$ cat src/rtl/tape_pkg.sv
// rtl/tape_pkg.sv - shared cassette tape FSM states and default timing constants
package tape_pkg;

    localparam int TAPE_MIN_HALF  = 4;
    localparam int TAPE_SHORT_MAX = 24;
    localparam int TAPE_LONG_MAX  = 64;
    localparam int TAPE_SILENCE   = 4096;

    typedef enum logic [2:0] {
        ST_IDLE,
        ST_HUNT,
        ST_DATA,
        ST_STOP,
        ST_WRITE,
        ST_DONE
    } tape_state_e;

    typedef enum logic [1:0] {
        HP_SHORT,
        HP_LONG,
        HP_GAP
    } half_cls_e;

endpackage

$ cat src/rtl/tape_pulse_cls.sv
// rtl/tape_pulse_cls.sv - cassette input synchroniser, half-period counter and classifier
module tape_pulse_cls
    import tape_pkg::*;
#(
    parameter int MIN_HALF  = TAPE_MIN_HALF,
    parameter int SHORT_MAX = TAPE_SHORT_MAX,
    parameter int LONG_MAX  = TAPE_LONG_MAX
) (
    input  logic      clk_i,
    input  logic      rst_i,
    input  logic      ce_i,
    input  logic      cass_i,
    output logic      edge_o,
    output logic      pulse_o,
    output half_cls_e cls_o
);

    localparam int            CW      = $clog2(LONG_MAX + 3);
    localparam logic [CW-1:0] CNT_SAT = CW'(LONG_MAX + 1);

    logic          sync1_q, sync2_q, last_q;
    logic [CW-1:0] cnt_q;
    logic [CW-1:0] meas;

    // meas is the length of the half-period that an edge on this tick would close
    assign meas    = cnt_q + 1'b1;
    assign edge_o  = ce_i && (sync2_q != last_q);
    assign pulse_o = edge_o && (meas >= CW'(MIN_HALF));

    always_comb begin
        cls_o = HP_GAP;
        if (meas <= CW'(SHORT_MAX)) begin
            cls_o = HP_SHORT;
        end else if (meas <= CW'(LONG_MAX)) begin
            cls_o = HP_LONG;
        end
    end

    // Glitch edges update the reference level but leave the counter running
    always_ff @(posedge clk_i or posedge rst_i) begin
        if (rst_i) begin
            sync1_q <= 1'b0;
            sync2_q <= 1'b0;
            last_q  <= 1'b0;
            cnt_q   <= '0;
        end else begin
            sync1_q <= cass_i;
            sync2_q <= sync1_q;
            if (ce_i) begin
                last_q <= sync2_q;
                if (pulse_o) begin
                    cnt_q <= '0;
                end else if (cnt_q != CNT_SAT) begin
                    cnt_q <= meas;
                end
            end
        end
    end

endmodule

$ cat src/rtl/tape_rec.sv
// rtl/tape_rec.sv - cassette recorder: pairs half-periods into bits, frames bytes, writes tape RAM
module tape_rec
    import tape_pkg::*;
#(
    parameter int MIN_HALF  = TAPE_MIN_HALF,
    parameter int SHORT_MAX = TAPE_SHORT_MAX,
    parameter int LONG_MAX  = TAPE_LONG_MAX,
    parameter int SILENCE   = TAPE_SILENCE
) (
    input  logic        clk,
    input  logic        reset,
    input  logic        ce_tape,
    input  logic        arm,
    input  logic        cass,
    output logic [15:0] addr,
    output logic [7:0]  data,
    output logic        we,
    output logic [15:0] length,
    output logic        busy,
    output logic        done,
    output logic        overflow,
    output logic        frame_err
);

    localparam int            SW       = $clog2(SILENCE + 1);
    localparam logic [SW-1:0] SIL_LAST = SW'(SILENCE - 1);

    tape_state_e   state_q;
    half_cls_e     cls_w, pend_cls_q;
    logic          edge_w, pulse_w;
    logic          arm_q, pend_v_q, stop_cnt_q;
    logic [7:0]    shift_q, data_q;
    logic [2:0]    bit_cnt_q;
    logic [SW-1:0] sil_q;
    logic [15:0]   length_q;
    logic          we_q, busy_q, done_q, ovf_q, ferr_q;
    logic          active, bit_v, bit_val, sil_exp, go_done;

    tape_pulse_cls #(
        .MIN_HALF (MIN_HALF),
        .SHORT_MAX(SHORT_MAX),
        .LONG_MAX (LONG_MAX)
    ) u_cls (
        .clk_i  (clk),
        .rst_i  (reset),
        .ce_i   (ce_tape),
        .cass_i (cass),
        .edge_o (edge_w),
        .pulse_o(pulse_w),
        .cls_o  (cls_w)
    );

    assign active  = (state_q == ST_HUNT) || (state_q == ST_DATA) || (state_q == ST_STOP);
    assign bit_v   = pulse_w && (cls_w != HP_GAP) && pend_v_q && (pend_cls_q == cls_w);
    assign bit_val = (cls_w == HP_SHORT);
    assign sil_exp = ce_tape && !edge_w && (sil_q == SIL_LAST);

    always_comb begin
        go_done = 1'b0;
        if (active) begin
            go_done = !arm || (sil_exp && (length_q != '0));
        end else if (state_q == ST_WRITE) begin
            go_done = !arm || (length_q == 16'hFFFF);
        end
    end

    always_ff @(posedge clk or posedge reset) begin
        if (reset) begin
            state_q    <= ST_IDLE;
            arm_q      <= 1'b0;
            pend_v_q   <= 1'b0;
            pend_cls_q <= HP_SHORT;
            shift_q    <= '0;
            bit_cnt_q  <= '0;
            stop_cnt_q <= 1'b0;
            sil_q      <= '0;
            length_q   <= '0;
            data_q     <= '0;
            we_q       <= 1'b0;
            busy_q     <= 1'b0;
            done_q     <= 1'b0;
            ovf_q      <= 1'b0;
            ferr_q     <= 1'b0;
        end else begin
            arm_q  <= arm;
            we_q   <= 1'b0;
            ferr_q <= 1'b0;

            if (!(active || state_q == ST_WRITE)) begin
                sil_q <= '0;
            end else if (ce_tape) begin
                sil_q <= (edge_w || sil_q == SIL_LAST) ? '0 : sil_q + 1'b1;
            end

            // A mixed pair keeps the newer half as the first half of the next bit
            if (pulse_w) begin
                if (cls_w == HP_GAP || bit_v) begin
                    pend_v_q <= 1'b0;
                end else begin
                    pend_v_q   <= 1'b1;
                    pend_cls_q <= cls_w;
                end
            end

            if (state_q == ST_WRITE) begin
                if (length_q == 16'hFFFF) begin
                    ovf_q <= 1'b1;
                end else begin
                    length_q <= length_q + 16'd1;
                end
            end

            if (go_done) begin
                state_q <= ST_DONE;
                busy_q  <= 1'b0;
                done_q  <= 1'b1;
            end else begin
                case (state_q)
                    ST_IDLE, ST_DONE: begin
                        if (arm && !arm_q) begin
                            state_q  <= ST_HUNT;
                            length_q <= '0;
                            busy_q   <= 1'b1;
                            done_q   <= 1'b0;
                            ovf_q    <= 1'b0;
                            pend_v_q <= 1'b0;
                        end
                    end
                    ST_WRITE: state_q <= ST_HUNT;
                    default: begin
                        if (pulse_w && cls_w == HP_GAP) begin
                            state_q <= ST_HUNT;
                        end else if (bit_v) begin
                            if (state_q == ST_HUNT) begin
                                if (!bit_val) begin
                                    state_q   <= ST_DATA;
                                    bit_cnt_q <= '0;
                                end
                            end else if (state_q == ST_DATA) begin
                                shift_q   <= {shift_q[6:0], bit_val};
                                bit_cnt_q <= bit_cnt_q + 3'd1;
                                if (bit_cnt_q == 3'd7) begin
                                    state_q    <= ST_STOP;
                                    stop_cnt_q <= 1'b0;
                                end
                            end else if (!bit_val) begin
                                ferr_q  <= 1'b1;
                                state_q <= ST_HUNT;
                            end else if (stop_cnt_q) begin
                                state_q <= ST_WRITE;
                                we_q    <= 1'b1;
                                data_q  <= shift_q;
                            end else begin
                                stop_cnt_q <= 1'b1;
                            end
                        end else if (sil_exp) begin
                            state_q  <= ST_HUNT;
                            pend_v_q <= 1'b0;
                        end
                    end
                endcase
            end
        end
    end

    // addr tracks length: every byte lands at the current count
    assign addr      = length_q;
    assign data      = data_q;
    assign we        = we_q;
    assign length    = length_q;
    assign busy      = busy_q;
    assign done      = done_q;
    assign overflow  = ovf_q;
    assign frame_err = ferr_q;

endmodule

$ cat config.mk
export PLATFORM = sky130hd
export DESIGN_NAME = tape_rec
export DESIGN_NICKNAME = d
export VERILOG_FILES = /design/src/rtl/tape_pkg.sv /design/src/rtl/tape_pulse_cls.sv /design/src/rtl/tape_rec.sv
export SDC_FILE = /design/constraint.sdc
export NUM_CORES = 1
export LEC_CHECK = 0
export BUFFER_PORTS_ARGS = -buffer_cell sky130_fd_sc_hd__buf_2
export CORE_MARGIN = 10
export CORE_UTILIZATION = 55
export CTS_BUF_LIST = sky130_fd_sc_hd__clkbuf_16
export DETAILED_ROUTE_END_ITERATION = 7
export PLACE_DENSITY = 0.76
export SLEW_MARGIN = 0
export SYNTH_ARGS = -nofsm -noshare
export SYNTH_HDL_FRONTEND = slang
export SYNTH_SLANG_ARGS = --single-unit
$ cat constraint.sdc
create_clock -name clk -period 3.9 [get_ports clk]
set_input_delay 0.195 -clock clk [delete_from_list [all_inputs] [get_ports clk]]
set_output_delay 0.195 -clock clk [all_outputs]
set_load 0.01 [all_outputs]
==> results.txt, run 1 <==
TritonCTS built the clock tree. The residual DRC count came out at 0. The arrival time of data at the critical path endpoint came out at around 3400 ps. The total iterations of the first detailed-routing run came out at 4.

The via count of the first global-routing pass came to between 2k and 3k. The slew at the pin closest to its max-slew limit came out at 998 ps. The most critical setup path has its endpoint at data[3]$_DFFE_PP0P_.

Counting the buffers created by CTS gives 9. The proportion of synthesized flip-flops having asynchronous set or reset is 100%. The post-place setup slack came out at approximately 740 ps.

The initial antenna violation count came to 0. The pin count of the biggest net entering global routing is 50. The number of cells traversed by the worst register-to-register path came out at 8. The setup TNS came out at 0 ps. The post-route worst setup slack came out at 748 ps.

In the global route stage, overall resource usage came out at 15.4%. The timing-limited maximum frequency is 317 MHz. The setup violation total in the final timing report came out at 0. The clock latency of the later-clocked register in the worst-skew pair came out at roughly 330 ps. The final RePlAce weighted congestion is roughly 0.87.

The die covers 10800 µm². For this configuration, the core starts out at a cell density of 56.8%. The routed wire length is slightly below 8000 µm.

The sort of element at the start of the critical path is a flip-flop. The dominant register cell in the synthesized netlist is dfrtp_1. The clock sink total came out at about 70. The kind of critical path is flip-flop to flip-flop. The H-tree level count is 3. The fraction of layout instances using a drive strength above 1 came out at 23.0%. STA classifies the critical path endpoint as a flip-flop. Counting along the longest clock path gives a buffer depth of 2.

Yosys attributes the largest share of cell area to dfrtp_1 46%, mux2_2 5.2%, xor2_1 4.5%. In this run the critical register-to-register path is captured at data[3]$_DFFE_PP0P_. The power per cell area came out at 510 nW/µm². The die height came out at 104 µm.

The buffer cell driving the clock tree root is clkbuf_16. The average cell area after synthesis is approximately 10 µm². The sequential element share of the synthesized area is 45.8%. The detailed-route vias per instance came out at approximately 5.6. Buffers placed on the I/O ports in this run total just under 50.

The area of the core is 6830 µm². Counting every instance in the synthesized netlist gives between 300 and 400. The period utilization is between 80 and 90%.

The number of slew-limit violations in the final report is 0. The quantity of gates resized following cts is 0. The timing startpoint of the critical path is u_cls.cnt_q[0]$_DFFE_PP0P_. Synthesis inferred 71 register bits.

The netlist uses 52 different library cells. The fraction of the core area covered by cells at the end of the flow is 63.9%. The floorplan has 30 rows.

Of all cell types, the one taking the most synthesized area is dfrtp_1. The maximum fanout along the worst path came out at 15. The first global-routing pass estimated approximately 14000 µm of wire. Summed over all layers, the global routing overflow is 0. The post-detailed-route wirelength per cell is 15.1 µm. The detail route stage leaves a number of antenna-violating nets equal to 0. The post-detailed-placement half-perimeter wirelength came out at between 5000 and 6000 µm. The clock-pin slew on the worst setup and hold paths came out at approximately 60 ps. The number of fill cells came out at around 550. The buffers inserted during post-CTS setup optimization is 0.

In this run the static leakage power is 2.07 nW. Yosys printed 0 warnings. The via total after detailed routing came out at just under 3k. The detailed router finished its first iteration with 162 violations. Data on the critical path is required at its endpoint by approximately 4000 ps. The share of Yosys cell area claimed by the top area cell type is 45.8%.

The flow ran to the end, and the final reports show no timing, DRC or antenna violations. The number of maximum-capacitance constraint violations came out at 0. The min-delay analysis places its worst path in the category input port to flip-flop. Setup repair after global routing left no endpoint under its margin.

The antenna diode count came out at 0. Counting flops with a built-in enable in the synthesized netlist gives 0. The setup slack of the most critical reg-to-reg path came out at ~750 ps.

The clock arrives with roughly 6.3 ps of skew. The final layout contains between 400 and 500 nets. Headroom to the max-slew limit came out at 33.4%. IR analysis of the VDD net gives a maximum drop of between 300 and 400 µV. The most common cell in the synthesized netlist is dfrtp_1. The commonest cells after synthesis are 71 x dfrtp_1, 42 x nor2_1, 31 x nand2_1. The post-layout minimum cycle time is around 3200 ps. The worst register-to-register path begins at u_cls.cnt_q[0]$_DFFE_PP0P_.

For this design the top-level I/O count stands at 50. The horizontal die dimension came out at between 100 and 150 µm. When the netlist entered floorplanning its net count stood at 409.

The worst hold slack across all endpoints is about 27 ps. The count of final hold-check violations came out at 0. The netlist area before placement is 3880 µm². From synthesis to final layout, the design area changed by 12.6%.
==> what timing repair did <==
action | CTS | global route
endpoints found under the hold margin | 1 | 0
setup endpoints to repair | 0 | 0
hold buffers | 1 | 0
==> where the power goes <==
part | internal (mW) | total, mW | switching, mW
sequential | 0.797 | 0.893 | 0.0961
clock | 0.489 | 0.795 | 0.306
combinational | 0.229 | 0.541 | 0.312
total | 1.51 | 2.23 | 0.715
==> final cells by class <==
class	instances	area (µm²)	share of cell area, %
repair buffers	53	278	6.36
multi-input cells	277	1850	42.4
clock buffers	9	225	5.16
flip-flops and latches	71	1780	40.7
well taps	96	120	2.75
clock inverters	7	63.8	1.46
inverters	14	52.6	1.20
==> cells in the final DEF, fill, tap and decap left out, types with 9 or more instances in the layout <==
| master | instances |
|---|---|
| buf_2 | 49 |
| o21ai_0 | 18 |
| nor2_1 | 42 |
| nand3_1 | 15 |
| clkbuf_16 | 9 |
| mux2_2 | 18 |
| nand4_1 | 15 |
| a21oi_1 | 15 |
| or3_1 | 9 |
| nand2_1 | 31 |
| dfrtp_1 | 71 |
| xor2_1 | 20 |
| inv_1 | 13 |
==> critical path, cell delays in order, from the launching register on <==
cell and delay, ps:
dfrtp_1 500, ha_1 420, nor2_1 80, and4_1 250
nor3_1 380, o21a_1 240, o211ai_4 180, nor4_4 570
mux2_2 410
==> registers in the layout, summed over array words and instances (netlist names), 2 cells and up <==
register	cells
shift_q	8
addr	16
u_cls.cnt_q	7
data	8
state_q	3
sil_q	13
pend_cls_q	2
bit_cnt_q	3
==> worst min-delay path by stage <==
stage | start | endpoint | cells after the start
floorplan | arm | arm_q$_DFF_PP0_ | 0
global placement | cass | u_cls.sync1_q$_DFF_PP0_ | 1
detailed placement | cass | u_cls.sync1_q$_DFF_PP0_ | 1
CTS | arm | arm_q$_DFF_PP0_ | 1
global route | arm | arm_q$_DFF_PP0_ | 1
finish | arm | arm_q$_DFF_PP0_ | 1
==> layer usage <==
metal,track usage [%],part of all wire [%],vias to the layer above
li1,-,-,1445
met4,6.56,2.2,0
met3,4.96,5.6,14
met2,24.5,48,59
met1,18.6,44,1431
met5,0,0,-
==> cell families (layout without fill, tap and decap cells) <==
| group | count (synthesis) | in the layout | synth area share, % |
|---|---|---|---|
| flip-flops | 71 | 71 | 45.8 |
| AO/OA/AOI/OAI | 66 | 66 | 12.6 |
| AND/OR/NAND/NOR | 161 | 161 | 21.8 |
| buffers and inverters | 49 | 83 | 6.58 |
| XOR/XNOR | 23 | 23 | 5.20 |
| multiplexers | 20 | 20 | 5.74 |
| adder cells (fa/ha/maj) | 7 | 7 | 2.26 |
==> per-stage QoR <==
stage / cell area (µm²) / total power [mW] / instances
finish: 4370 / 2.23 / 527
global route: 4370 / 2.37 / 527
CTS: 4370 / 2.25 / 527
detailed placement: 4070 / 1.44 / 510
global placement: 4070 / 1.43 / 510
floorplan: 3880 / 1.34 / 397
Power figures use the tool's default switching activity.
==> run 2: changes to the inputs <==
Settings changed: CORE_UTILIZATION 55 to 52.
Clock period 3.9 ns to 2.7 ns, I/O delays scaled along.
==> run 2 against run 1 <==
Sequential power rose by 42%. Combinational power rose by 67%. Die area up 4.6%. Routed wire length increased by 6.4%. Clock skew is 2.5 ps higher. Core utilization about the same. Global-route usage shrank 0.19 points. Register-to-register slack worse by 620 ps. Count of clock-buffer cells in the layout unchanged. Clock power increased by 55%.
==> results.txt, run 2 (synthesis results as in run 1) <==
The initial standard-cell utilization of the core is 53.5% (-3.3 points). The detailed-route vias per instance came out at 5.61 (+0.29%). The post-detailed-placement half-perimeter wirelength came out at 5880 µm (+5.8%). The via total after detailed routing is 3098 (+5.1%). From synthesis to final layout, the design area changed by 19.5%. The I/O pin count came out at 50 (unchanged). The area of the core came out at 7250 µm² (+6.2%). The part of the total power dissipated in sequential elements is 37.3% (-2.8 points). The timing-limited maximum frequency came out at 388 MHz (+22%).

The wire length the detailed router placed on met1 is 3650 µm (+4.9%). The number of nets in the layout is 460 (+5.0%). The worst hold slack across all endpoints is 70.2 ps (+42.7 ps).

The cell total after placement is 532 (+4.3%). The count of final hold-check violations came out at 0 (unchanged). The initial antenna violation count came out at 0 (unchanged). The clock share of power came out at 36.3% (+0.6 points). The design internal power came out at 2.35 mW (+55%). The setup violation total in the final timing report was 0 (unchanged). The combined buffer and inverter count along the critical path is 1 (+1). The reported leakage power came out at 2.21 nW (+6.5%). The period utilization was 95.3% (+15 points).

The delay contributed by the slowest stage of the critical path is 570 ps (about the same). The total iterations of the first detailed-routing run came out at 4 (unchanged). The fraction of the core area covered by cells at the end of the flow was 63.9% (about the same). The horizontal die dimension is 106 µm (+2.3%). The amount of wire on met2 after detailed routing was 4140 µm (+7.9%). The power dissipated by switching net loads came out at 1.05 mW (+47%). The post-detailed-route wirelength per cell came to 15.3 µm (+1.6%).

The count of input and output buffers came out at 49 (unchanged). The residual antenna-violating net count after detailed routing came to 0 (unchanged). The clock latency of the later-clocked register in the worst-skew pair was 330 ps (about the same).

Grouping stages by cell kind, the critical path spends the most delay in simple AND/OR/NAND/NOR gates. The fraction of power spent switching nets came to 30.9% (-1.1 points). The clock-pin slew on the worst setup and hold paths came out at 60 ps (about the same). The power per cell area was 734 nW/µm² (+44%). The routed wire length is 8450 µm (+6.4%).

The clock sink total came out at 71 (unchanged). The maximum fanout along the worst path is 7 (-8). The sort of element at the start of the critical path is a flip-flop. The flip-flop count of the largest register after layout came to 16 (unchanged). The number of fill cells is 590 (+7.9%). The number of cells traversed by the worst register-to-register path came to 8 (unchanged). The worst register-to-register path begins at addr[10]$_DFF_PP0_. The overflow left after global routing came to 0 (unchanged). The worst hold path belongs to the class input port to async pin.

The library cell used most frequently in the layout, excluding fill and tap cells, is dfrtp_1. The arrival time of data at the critical path endpoint came out at 2780 ps (-580 ps). The slew at the pin closest to its max-slew limit is 877 ps (-121 ps). In the layout the commonest cells are 70 x dfrtp_1, 49 x buf_2, 42 x nor2_1, 30 x nand2_1, 24 x buf_4.

The CTS buffer count came out at 9 (unchanged). TritonCTS built the clock tree. The via count of the first global-routing pass is 3062 (+4.6%). The final RePlAce weighted congestion is 0.869 (-0.33%). Traced cell by cell, the critical path runs through or4_1 > nor4_4 > a311o_1 > o21a_1 > buf_4 > nand2b_1 > or3_1 > mux2_2. The number of maximum-capacitance constraint violations came to 0 (unchanged). The row count is 31 (+3.3%). In this run the clock root is driven by a clkbuf_16. The global-route total usage across every layer is 15.2% (-0.19 points). The kind of critical path is flip-flop to flip-flop. The number of buffers on the longest clock path is 2 (unchanged). The routed length on met3 came out at 584 µm (+32%). The antenna diode count is 0 (unchanged). The worst max-slew margin expressed relative to the limit was 41.5% (+8.1 points). The endpoint required time on the critical path is 2910 ps (-1200 ps). The H-tree level count is 3 (unchanged). The cell with the biggest individual delay on the critical path is or4_1. The flow ran to the end, and the final reports show no timing, DRC or antenna violations. The worst setup path is captured at a flip-flop. The post-layout minimum cycle time is 2570 ps (-577 ps).

The residual DRC count is 0 (unchanged). The number of slew-limit violations in the final report was 0 (unchanged). The die height came out at 106 µm (+2.3%). The clock skew was 8.84 ps (+2.55 ps). The detailed router's first-iteration violation count came out at 202 (+25%). The post-route non-filler standard cell count is 552 (+4.7%). The largest vdd supply drop was 434 µV (+19%). The global-route wire length before repair is 14400 µm (+2.1%). The overall die area came out at 11300 µm² (+4.6%). The worst register-to-register path ends at bit_cnt_q[0]$_DFFE_PP0P_.

The combinational cell fraction of total power is 26.5% (+2.2 points). The pin count of the biggest net entering global routing came out at 72 (+44%). The highest metal layer carrying signal wires in the routed design is met4. The setup slack of the most critical reg-to-reg path was 130 ps (-620 ps). The number of cells on the critical path is 8 (unchanged). The fraction of layout instances using a drive strength above 1 is 29.4% (+6.4 points).
==> run 2: cell types whose count changed in the layout (fill, tap and decap cells not counted), moves of 2 or more <==
cell | previous run | this run
nor4_4 | 1 | 3
nor4_1 | 5 | 2
buf_4 | 3 | 24
nor3_1 | 5 | 3
nor3_2 | 0 | 2
==> run 2: power by group through the flow <==
stage	clock network (mW)	registers (mW)	logic, mW
after floorplan	0	1.23	0.701
after global placement	0	1.27	0.852
after detailed placement	0	1.28	0.873
after CTS	1.26	1.26	0.881
after global routing	1.31	1.28	1.01
final	1.23	1.27	0.901
==> run 2: area by class of cell <==
cell class,count,area (µm²),area share [%]
Inverter,14,52.6,1.13
Clock buffer,9,225,4.86
Tap cell,99,124,2.67
Clock inverter,7,88.8,1.92
Multi-Input combinational cell,277,1920,41.4
Timing Repair Buffer,75,445,9.61
Sequential cell,71,1780,38.4
==> run 2: worst max-delay path by stage <==
stage	start	end	slack, ps
after CTS	u_cls.cnt_q[0]$_DFFE_PP0P_	shift_q[3]$_DFFE_PP0P_	10
after global placement	addr[9]$_DFF_PP0_	data[3]$_DFFE_PP0P_	70
after detailed placement	u_cls.cnt_q[1]$_DFFE_PP0P_	shift_q[3]$_DFFE_PP0P_	30
after floorplan	u_cls.cnt_q[0]$_DFFE_PP0P_	data[0]$_DFFE_PP0P_	40
after global routing	addr[10]$_DFF_PP0_	data[0]$_DFFE_PP0P_	-6
final	addr[10]$_DFF_PP0_	bit_cnt_q[0]$_DFFE_PP0P_	130
==> run 2: metal layers <==
metal	vias to the layer above	track usage, %
met4	0	5.03
li1	1484	-
met5	-	0
met3	6	4.83
met1	1516	18.5
met2	92	24.9
==> run 2: worst register-to-register path: cells and delay by family (launching register included) <==
| family | cells | cell delay [ps] |
|---|---|---|
| buffers and inverters | 1 | 180 |
| AO/OA/AOI/OAI | 2 | 390 |
| flip-flops | 1 | 400 |
| multiplexers | 1 | 280 |
| AND/OR/NAND/NOR | 4 | 1200 |
==> run 2: timing repair <==
| action | 4_1_cts | 5_1_grt |
|---|---|---|
| setup buffers | 0 | 2 |
| hold buffers | 2 | 0 |
| endpoints found under the hold margin | 2 | 0 |
| gates resized for setup | 2 | 13 |
| pin swaps | 0 | 1 |
| setup endpoints to repair | 7 | 20 |
==> run 2: per-stage QoR <==
| stage | worst slack, ps | setup TNS [ps] | instance area, µm² | power (mW) |
|---|---|---|---|---|
| after floorplan | 40.6 | 0 | 3880 | 1.94 |
| after global placement | 65.2 | 0 | 4210 | 2.13 |
| after detailed placement | 26.1 | 0 | 4210 | 2.15 |
| after CTS | 10.5 | 0 | 4550 | 3.40 |
| after global routing | -6.01 | -7.56 | 4630 | 3.60 |
| final | 126 | 0 | 4630 | 3.40 |
